File: config.mk
export PLATFORM = sky130hd
export DESIGN_NAME = program_loader
export DESIGN_NICKNAME = d
export VERILOG_FILES = /design/src/rtl/program_loader_pkg.sv /design/src/rtl/program_loader.sv
export SDC_FILE = /design/constraint.sdc
export NUM_CORES = 1
export LEC_CHECK = 0
export ABC_AREA = 1
export CAP_MARGIN = 20
export CORE_ASPECT_RATIO = 2
export CORE_MARGIN = 3
export CORE_UTILIZATION = 35
export DETAILED_ROUTE_END_ITERATION = 10
export GPL_ROUTABILITY_DRIVEN = 0
export PLACE_DENSITY = 0.65
export SLEW_MARGIN = 10
export SYNTH_ARGS = -nofsm -noshare
export SYNTH_HDL_FRONTEND = slang
export SYNTH_SLANG_ARGS = --single-unit
File: constraint.sdc
create_clock -name clk -period 4.7 [get_ports clk]
set_clock_uncertainty 0.1 [all_clocks]
set_input_delay 0.94 -clock clk [delete_from_list [all_inputs] [get_ports clk]]
set_output_delay 0.94 -clock clk [all_outputs]
set_load 0.02 [all_outputs]
File: src/rtl/program_loader_pkg.sv
// Shared CPU definitions for the boot-time program loader: frame constants and FSM state codes.
package program_loader_pkg;

    localparam logic [7:0] START_BYTE = 8'hA5;
    localparam int         MAX_WORDS  = 4096;

    localparam logic [3:0] ST_IDLE    = 4'd0;
    localparam logic [3:0] ST_LEN_HI  = 4'd1;
    localparam logic [3:0] ST_LEN_LO  = 4'd2;
    localparam logic [3:0] ST_DATA_HI = 4'd3;
    localparam logic [3:0] ST_DATA_LO = 4'd4;
    localparam logic [3:0] ST_WRITE   = 4'd5;
    localparam logic [3:0] ST_CHECK   = 4'd6;
    localparam logic [3:0] ST_DONE    = 4'd7;
    localparam logic [3:0] ST_ERROR   = 4'd8;

endpackage

File: src/rtl/program_loader.sv
// Receives a framed byte stream (A5, len_hi, len_lo, words..., xor checksum), writes the
// words into instruction memory and releases the CPU only once the checksum verifies.
module program_loader
    import program_loader_pkg::*;
(
    input  logic        clk,
    input  logic        reset,
    input  logic        rx_valid,
    input  logic [7:0]  rx_data,
    output logic        rx_ready,
    output logic        imem_we,
    output logic [11:0] imem_addr,
    output logic [15:0] imem_wdata,
    output logic        cpu_enable,
    output logic        load_done,
    output logic        load_error,
    output logic [3:0]  fsm_state
);

    localparam logic [15:0] MAX_COUNT = 16'(MAX_WORDS);

    // Handshake: a byte moves only on a rising edge where rx_valid && rx_ready;
    // rx_ready is low solely in the WRITE cycle, so a held rx_valid simply stalls one cycle.
    logic [3:0]  state;
    logic [15:0] word_count;
    logic [11:0] word_index;
    logic [7:0]  data_hi;
    logic [7:0]  checksum;
    logic        accept;
    logic [15:0] len_next;
    logic [15:0] last_index;

    assign accept     = rx_valid && rx_ready;
    assign len_next   = {word_count[15:8], rx_data};
    assign last_index = word_count - 16'd1;

    assign rx_ready   = (state != ST_WRITE);
    assign imem_we    = (state == ST_WRITE);
    assign cpu_enable = (state == ST_DONE);
    assign load_done  = (state == ST_DONE);
    assign load_error = (state == ST_ERROR);
    assign fsm_state  = state;

    // imem_addr/imem_wdata are loaded only on entry to WRITE so they never move while imem_we is low.
    always_ff @(posedge clk) begin
        if (reset) begin
            state      <= ST_IDLE;
            word_count <= '0;
            word_index <= '0;
            data_hi    <= '0;
            checksum   <= '0;
            imem_addr  <= '0;
            imem_wdata <= '0;
        end else begin
            case (state)
                ST_IDLE, ST_DONE, ST_ERROR: begin
                    if (accept && rx_data == START_BYTE) begin
                        state      <= ST_LEN_HI;
                        word_index <= '0;
                        checksum   <= '0;
                    end
                end
                ST_LEN_HI: begin
                    if (accept) begin
                        word_count <= {rx_data, 8'h00};
                        state      <= ST_LEN_LO;
                    end
                end
                ST_LEN_LO: begin
                    if (accept) begin
                        word_count <= len_next;
                        if (len_next == 16'd0 || len_next > MAX_COUNT) state <= ST_ERROR;
                        else                                          state <= ST_DATA_HI;
                    end
                end
                ST_DATA_HI: begin
                    if (accept) begin
                        data_hi  <= rx_data;
                        checksum <= checksum ^ rx_data;
                        state    <= ST_DATA_LO;
                    end
                end
                ST_DATA_LO: begin
                    if (accept) begin
                        imem_wdata <= {data_hi, rx_data};
                        imem_addr  <= word_index;
                        checksum   <= checksum ^ rx_data;
                        state      <= ST_WRITE;
                    end
                end
                ST_WRITE: begin
                    // The index stops at count-1, so a full 4096-word image ends at 12'hFFF without wrapping.
                    if ({4'd0, word_index} == last_index) begin
                        state <= ST_CHECK;
                    end else begin
                        word_index <= word_index + 12'd1;
                        state      <= ST_DATA_HI;
                    end
                end
                ST_CHECK: begin
                    if (accept) state <= (rx_data == checksum) ? ST_DONE : ST_ERROR;
                end
                default: state <= ST_IDLE;
            endcase
        end
    end

endmodule

==> results of run 1 <==
==> per-layer routing <==
metal  vias up  wire (um)
met2        87       6901
li1       2028          -
met5         -          0
met1      1845       3834
met3        28        390
met4         0        456
==> cell families after synthesis <==
group	share of synthesized area
AO/OA/AOI/OAI	0.1325
AND/OR/NAND/NOR	0.3654
flip-flops	0.3669
XOR/XNOR	0.04858
buffers and inverters	0.08057
adder cells (fa/ha/maj)	0.006034
==> per-stage QoR <==
| stage | std cells | hold slack (ns) | utilization | power [uW] | area [sq um] |
|---|---|---|---|---|---|
| floorplan | 604 | 0.3417 | - | 782.4 | 4146 |
| global route | 781 | 0.3768 | 0.4358 | 1567 | 4979 |
| finish | 781 | 0.3631 | 0.4358 | 1511 | 4979 |
| CTS | 781 | 0.3679 | 0.4358 | 1523 | 4979 |
| global placement | 765 | 0.3526 | 0.4088 | 816.4 | 4669 |
| detailed placement | 765 | 0.3582 | 0.4088 | 820.0 | 4669 |
==> area by class of cell <==
class,count,area (sq um),share of cell area
multi-input combinational,446,2291,0.4602
clock inverter,7,83.83,0.01684
tap,142,177.7,0.03569
sequential,76,1521,0.3056
timing repair buffer,50,488.0,0.09801
clock buffer,9,225.2,0.04524
inverter,51,191.4,0.03845
==> flip-flops by register name (all words and copies together) (netlist names) <==
name,flops
word_index,12
imem_addr,12
word_count,16
fsm_state,4
imem_wdata,16
data_hi,8
checksum,8
==> placed cells by master, fill, tap and decap left out, types with 2 or more instances in the layout <==
master	netlist	final
clkbuf_16	0	9
inv_1	33	33
nand4_1	3	3
a21oi_2	12	12
nand3_1	73	73
ha_1	2	2
nor2_4	6	6
o21ai_1	2	2
xnor2_1	3	3
o21ai_0	5	5
clkinv_4	0	3
nor2_2	6	6
nand2_2	11	11
xor2_1	20	20
inv_2	17	17
clkdlybuf4s50_1	0	46
nand3_2	3	3
nor3_1	5	5
a211oi_1	8	8
nor4_1	3	3
nor2_1	49	49
nor3b_1	2	2
nand2_1	156	156
nand2_4	4	4
buf_4	1	3
a21oi_1	67	67
dfxtp_1	76	76
==> power by group through the flow <==
stage                     Sequential, uW  Clock (uW)  Combinational (uW)
after floorplan                      671           0                 111
after global placement               671           0                 145
after detailed placement             671           0                 149
after CTS                            657         717                 149
after global routing                 658         743                 166
final                                657         705                 149
==> worst register-to-register path, cell delays in order (launching register included) <==
cell and delay, ns:
dfxtp_1 0.36, inv_2 0.11, nor2_1 0.10, inv_2 0.11, nor2_4 0.07, nor2_1 0.54, a21oi_2 0.16, a21oi_2 0.47
nand2_4 0.23, nand2_2 0.11, a21oi_2 0.05
==> path summary, 6_finish.rpt <==
path                                   from                    endpoint  depth (start not counted)
hold reg to reg   imem_addr[8]$_SDFFE_PP0P_   imem_addr[8]$_SDFFE_PP0P_                          2
setup reg to reg  fsm_state[0]$_SDFFE_PP0P_  word_index[5]$_SDFFE_PP0P_                         10
hold / removal    imem_addr[8]$_SDFFE_PP0P_   imem_addr[8]$_SDFFE_PP0P_                          2
setup / recovery  fsm_state[0]$_SDFFE_PP0P_                    rx_ready                          6
==> reports/qor.yml, run 1 <==
worst_setup_path:
  critPathMaxFanout: 13
  end_kind: "output pin"
  path_buf_inv: 4
  max_stage_delay_ns: 0.58
  startpoint_type: "flop"
  cp_data_required_time_ns: 3.66
  rrSetupSlack_ns: 2.15
  critPathSlowestCell: "clkdlybuf4s50_1"
  cpMostUsedCell: "inv_2"
  cp.arrival_ns: 2.20
  critical_path.top_delay_family: "buffers and inverters"
  worstPathCellList: "inv_2 -> nor2_1 -> inv_2 -> nor2_4 -> inv_2 -> clkdlybuf4s50_1"
  crit_type: "reg -> out"
cts:
  cts_root_buffer: "clkbuf_16"
  cts_tree: "yes"
  clk_latency_ns: 0.34
  post_cts_resized: 0
  clk_pin_slew_ns: 0.06
  hold_buffers: 0
  cts_buffers: 9
  clock_path_buffers: 2
  postCtsSetupBuffers: 0
  htree_levels: 3
  clkSinkCount: 76
drt:
  via_count: 3988
  firstDrtPassIters: 5
  drc_errors: 0
  wl_per_cell_um: 14.83
  drt_iter0_drc: 279
  ant_nets: 0
  finalWirelength_um: 11580
  viasPerCell: 5.106
place:
  port_buffers: 47
  dp_hpwl_um: 8922
  pre_cts_slack_ns: 1.134
layout:
  fillers: 1253
  fin_nets: 647
  syn2layout_area_growth_pct: 20.07
  n_antenna_cell: 0
  final_layout_size_suffix_gt1_frac: 0.1283
synth:
  ys_top_cells_by_count: "nand2_1, dfxtp_1, nand3_1"
  ys.flop_type: "dfxtp_1"
  syn-num-nets: 617
  ys_seq_area_frac: 0.3669
  synth_enable_flop_cells: 0
  synthTopCellsByArea: "dfxtp_1, nand2_1, nand3_1"
  ys_ff_latch: 76
  syn_avg_cell_area_sq_um: 6.865
  postSynthCellCount: 604
  synth.cell_area_sq_um: 4146
  yosys_warnings: 0
  synth.most_common_cell: "nand2_1"
  netlist.area_leader.share: 0.3669
  yosysTopAreaCell: "dfxtp_1"
  ys_async_sr_fraction: 0
  ys_types: 35
global_route:
  grt_pass1_vias: 4005
  use_met3: 0.03201
  gr-usage-met1: 0.1572
  grt_pass1_wl_um: 19060
  grt_max_degree: 48
  grt_util_met2: 0.3644
  grt.total_usage: 0.1794
  grt-ovfl-total: 0
  antenna_found_initial: 0
  busiest_layer: "met2"
die:
  num_rows: 55
  die_h_um: 159.9
  core_sq_um: 11420
  die_w_um: 82.97
  num_io_pins: 48
  initial_core_util: 0.3630
  dieArea_sq_um: 13270
power_and_ir_drop:
  powerDensity_nw_per_um2: 303.5
  peakVddDrop_mv: 0.2560
  p_sw_frac: 0.2632
  intPower_uw: 1113
  p_leak_uw: 0.001833
  seq_power_share: 0.435
  p_clk_frac: 0.466
  p_comb_frac: 0.099
  p_sw_uw: 397.7
sta:
  fin_ws_ns: 1.456
  fin_crit_sh: 0.6902
  post-route-min-period_ns: 3.244
  rsz0062_at_grt: "false"
  hold_viol: 0
  slew_headroom: 0.3832
  setup_viol: 0
  worstMarginPinSlew_ns: 0.9252
  fin_setup_tns_ns: 0
  max_freq_ghz: 0.3083
  drv_slew: 0
worst_hold_path:
  holdCritPathClass: "reg -> reg"
run:
  maxCapViolations: 0
status:
  outcome: "finished, final reports clean"
No activity file was read; power rests on OpenSTA's default activity.
==> inputs of run 2 (changes only) <==
- PLACE_DENSITY: 0.65 -> 0.67
- clock period: 4.7 -> 2.9 ns (I/O delays scaled with it)
==> reports/qor.yml, run 2 (synthesis results as in run 1) <==
status:
  outcome: "finished, final reports clean"
sta:
  hold_viol: 0
  drv_slew: 0
  setup_viol: 0
  fin_ws_ns: 0.2150
  max_freq_ghz: 0.3724
  post-route-min-period_ns: 2.685
  slew_headroom: 0.4515
  rsz0062_at_grt: "false"
  fin_crit_sh: 0.9259
  fin_setup_tns_ns: 0
  worstMarginPinSlew_ns: 0.8228
worst_setup_path:
  rrSetupSlack_ns: 0.44
  critPathMaxFanout: 6
  startpoint_type: "flop"
  endpoint: "imem_we"
  cp.arrival_ns: 2.00
  critical_path.startpoint: "fsm_state[0]$_SDFFE_PP0P_"
  end_kind: "output pin"
  r2r-start: "word_count[0]$_SDFFE_PP0P_"
  r2r_end: "word_index[1]$_SDFFE_PP0P_"
  rr_worst_depth: 14
  crit_type: "reg -> out"
  cp_data_required_time_ns: 2.22
power_and_ir_drop:
  p_clk_frac: 0.466
  seq_power_share: 0.429
  p_sw_uw: 667.6
  peakVddDrop_mv: 0.3718
  p_leak_uw: 0.001885
  powerDensity_nw_per_um2: 489.6
  p_sw_frac: 0.2691
  p_comb_frac: 0.105
  p_total_uw: 2481
  intPower_uw: 1814
cts:
  cts_buffers: 9
  clkSinkCount: 76
  clk_pin_slew_ns: 0.06
  hold_buffers: 0
  cts_root_buffer: "clkbuf_16"
  clk_latency_ns: 0.34
  htree_levels: 3
  cts_tree: "yes"
  clock_path_buffers: 2
die:
  die_w_um: 82.97
  num_rows: 55
  die_h_um: 159.9
  core_sq_um: 11420
  num_io_pins: 48
  initial_core_util: 0.3630
  dieArea_sq_um: 13270
layout:
  final_layout_size_suffix_gt1_frac: 0.1444
  layout_commonest_cell: "nand2_1"
  n_antenna_cell: 0
  syn2layout_area_growth_pct: 22.21
  fin_nets: 659
  final_cell_mix: "nand2_1, dfxtp_1, nand3_1"
  fillers: 1197
  finalInstanceArea_sq_um: 5067
  stdcell_count: 793
  reg.largest.list: "imem_wdata x16, word_count x16"
place:
  dp.cells: 777
  placed_area_sq_um: 4760
  dp_hpwl_um: 9475
  pre_cts_slack_ns: 0.2521
  port_buffers: 47
drt:
  finalWirelength_um: 12410
  drt_iter0_drc: 232
  ant_nets: 0
  wl_per_cell_um: 15.64
  via_count: 4177
  drc_errors: 0
  firstDrtPassIters: 5
  viasPerCell: 5.267
global_route:
  antenna_found_initial: 0
  grt-ovfl-total: 0
  grt_pass1_wl_um: 20220
  grt_max_degree: 42
  grt_pass1_vias: 4198
  grt.total_usage: 0.1883
worst_hold_path:
  holdCritPathClass: "reg -> reg"
run:
  maxCapViolations: 0
[run 2: cell types whose count changed in the layout (fill, tap and decap cells not counted)]
cell	before	now
inv_8	1	0
inv_6	1	3
buf_4	3	15
dlymetal6s2s_1	0	1
clkinv_4	3	1
clkdlybuf4s50_1	46	45
clkinvlp_4	1	2
[run 2: power groups by stage]
| stage | Combinational, uW | Sequential (uW) | Clock [uW] |
|---|---|---|---|
| after global routing | 288 | 1070 | 1210 |
| after detailed placement | 257 | 1090 | 0 |
| after CTS | 258 | 1060 | 1170 |
| after global placement | 252 | 1090 | 0 |
| after floorplan | 180 | 1090 | 0 |
| final | 260 | 1070 | 1160 |
[run 2: per-layer routing]
layer,part of all wire,vias to the layer above,wire length (um),track usage
met1,0.33,1919,4113,0.1698
met4,0.068,0,846,0.1310
met2,0.56,150,6899,0.3633
met5,0,-,0,0
met3,0.044,64,545,0.03614
li1,-,2044,-,-
[run 2: what timing repair did]
| action | in CTS | in global routing |
|---|---|---|
| setup buffers | 0 | 0 |
| gates resized for setup | 0 | 1 |
| setup endpoints to repair | 0 | 1 |
[run 2: how the worst min path moves through the flow]
stage                                     startpoint                    endpoint  cells past startpoint  slack [ns]
after global placement    imem_wdata[6]$_SDFFE_PP0P_  imem_wdata[6]$_SDFFE_PP0P_                      2        0.35
after detailed placement   imem_addr[4]$_SDFFE_PP0P_   imem_addr[4]$_SDFFE_PP0P_                      2        0.35
after floorplan              data_hi[0]$_SDFFE_PP0P_     data_hi[0]$_SDFFE_PP0P_                      2        0.34
after CTS                  imem_addr[4]$_SDFFE_PP0P_   imem_addr[4]$_SDFFE_PP0P_                      2        0.36
final                      imem_addr[4]$_SDFFE_PP0P_   imem_addr[4]$_SDFFE_PP0P_                      2        0.36
after global routing      imem_wdata[8]$_SDFFE_PP0P_  imem_wdata[8]$_SDFFE_PP0P_                      2        0.38
[run 2: area by class of cell]
| class | instances | area [sq um] | share of cell area |
|---|---|---|---|
| Clock buffer | 9 | 225.2 | 0.04444 |
| Clock inverter | 7 | 80.08 | 0.01580 |
| Inverter | 51 | 191.4 | 0.03778 |
| Multi-Input combinational cell | 446 | 2291 | 0.4521 |
| Sequential cell | 76 | 1521 | 0.3002 |
| Tap cell | 142 | 177.7 | 0.03506 |
| Timing Repair Buffer | 62 | 580.6 | 0.1146 |
[run 2: worst max-delay path: stages (launching register included)]
cell             delay [ns]
dfxtp_1                0.45
inv_2                  0.10
nor2_1                 0.17
inv_2                  0.08
nor2_4                 0.21
clkdlybuf4s50_1        0.65
[run 2: per-stage QoR]
| stage | hold WS, ns | util |
|---|---|---|
| after global routing | 0.3801 | 0.4436 |
| after detailed placement | 0.3545 | 0.4166 |
| final | 0.3616 | 0.4436 |
| after CTS | 0.3641 | 0.4434 |
| after floorplan | 0.3417 | - |
| after global placement | 0.3505 | 0.4166 |
==> inputs of run 3 (changes only) <==
- CORE_MARGIN: 3 -> 10
==> reports/qor.yml, run 3 (synthesis results as in run 1) <==
status:
  outcome: "finished, final reports clean"
sta:
  fin_crit_sh: 0.9418
  rsz0062_at_grt: "false"
  slew_headroom: 0.6218
  hold_viol: 0
  post-route-min-period_ns: 2.731
  setup_viol: 0
  max_freq_ghz: 0.3661
  worstMarginPinSlew_ns: 0.5672
  fin_ws_ns: 0.1687
  drv_slew: 0
  fin_setup_tns_ns: 0
worst_setup_path:
  cp_data_required_time_ns: 2.22
  cp.arrival_ns: 2.05
  critPathMaxFanout: 6
  crit_type: "reg -> out"
  cpMostUsedCell: "inv_2"
  worstPathCellList: "inv_2 -> nor2_1 -> inv_2 -> nor2_4 -> clkdlybuf4s50_1"
  end_kind: "output pin"
  critPathSlowestCell: "clkdlybuf4s50_1"
  max_stage_delay_ns: 0.65
  startpoint_type: "flop"
drt:
  firstDrtPassIters: 5
  ant_nets: 0
  wl_per_cell_um: 15.42
  via_count: 4108
  viasPerCell: 5.174
  finalWirelength_um: 12250
  drt_iter0_drc: 224
  drc_errors: 0
cts:
  htree_levels: 3
  clock_path_buffers: 2
  cts_root_buffer: "clkbuf_16"
  postCtsSetupBuffers: 0
  cts_buffers: 9
  clk_pin_slew_ns: 0.06
  cts_tree: "yes"
  clkSinkCount: 76
  clk_latency_ns: 0.34
layout:
  stdcell_count: 794
  reg.largest.list: "imem_wdata x16, word_count x16"
  final_cell_mix: "nand2_1, dfxtp_1, nand3_1"
  multi_input_area_sq_um: 2291
  syn2layout_area_growth_pct: 22.36
  fin_nets: 658
  seqCellArea_sq_um: 1521
  n_antenna_cell: 0
  layout_commonest_cell: "nand2_1"
  fillers: 1174
  final_layout_size_suffix_gt1_frac: 0.1418
run:
  maxCapViolations: 0
die:
  die_h_um: 173.9
  num_rows: 56
  dieArea_sq_um: 16870
  initial_core_util: 0.3544
  die_w_um: 96.97
  core_sq_um: 11700
  num_io_pins: 48
place:
  dp_hpwl_um: 9495
  port_buffers: 47
  pre_cts_slack_ns: 0.3446
  dp.cells: 779
global_route:
  grt_max_degree: 31
  grt.total_usage: 0.1429
  grt-ovfl-total: 0
  grt_pass1_vias: 3978
  antenna_found_initial: 0
  grt_pass1_wl_um: 19780
power_and_ir_drop:
  p_leak_uw: 0.001888
  powerDensity_nw_per_um2: 496.4
  peakVddDrop_mv: 0.4034
worst_hold_path:
  holdCritPathClass: "reg -> reg"
==> run 3: cell count changes in the layout (fill, tap and decap cells not counted) <==
cell / previous run / this run
clkinv_4: 1 / 2
clkinv_2: 0 / 1
clkinvlp_4: 2 / 1
inv_6: 3 / 0
bufinv_16: 1 / 2
buf_4: 15 / 14
==> run 3: critical path, delay by kind of cell (launching register included) <==
family | cells | cell delay [ns]
flops | 1 | 0.44
buf+inv | 3 | 0.83
simple gates | 2 | 0.43
==> run 3: layout make-up <==
| class | instances | area share |
|---|---|---|
| inverters | 51 | 0.03773 |
| repair buffers | 61 | 0.1129 |
| well taps | 145 | 0.03576 |
| clock inverters | 6 | 0.01776 |
| multi-input cells | 446 | 0.4515 |
| flip-flops and latches | 76 | 0.2999 |
| clock buffers | 9 | 0.04439 |
==> run 3: stage by stage <==
stage            util  hold slack, ns  area, sq um  total power, uW
2_1_floorplan       -          0.3417         4146             1268
3_3_place_gp   0.4064          0.3526         4756             1339
3_5_place_dp   0.4064          0.3515         4756             1344
4_1_cts        0.4334          0.3612         5071             2534
5_1_grt        0.4336          0.3778         5074             2611
6_report       0.4336          0.3589         5074             2519
==> run 3: worst paths after layout <==
kind | slack, ns | cells after the start | to | from
worst min register to register | 0.36 | 2 | imem_wdata[5]$_SDFFE_PP0P_ | imem_wdata[5]$_SDFFE_PP0P_
worst max register to register | 0.51 | 15 | word_index[3]$_SDFFE_PP0P_ | word_count[0]$_SDFFE_PP0P_
worst max-delay path | 0.17 | 5 | imem_we | fsm_state[0]$_SDFFE_PP0P_
worst min-delay path | 0.36 | 2 | imem_wdata[5]$_SDFFE_PP0P_ | imem_wdata[5]$_SDFFE_PP0P_
==> run 3: power by group <==
part | switching (uW) | internal [uW] | total, uW | leakage (uW)
sequential | 10.7 | 1050 | 1060 | 0.000612
clock | 448 | 749 | 1200 | 0.000151
combinational | 175 | 81.5 | 257 | 0.00112
==> run 3: timing repair <==
item                                    in CTS  in global routing
hold buffers                                 0                  0
endpoints found under the setup margin       0                  1
resized for setup                            0                  1
endpoints found under the hold margin        0                  0
==> run 3: per-layer routing <==
metal	GRT usage	up-vias	part of all wire
li1	-	2045	-
met1	0.1272	1902	0.34
met2	0.2704	114	0.57
met3	0.03098	47	0.037
met4	0.1063	0	0.060
met5	0	-	0
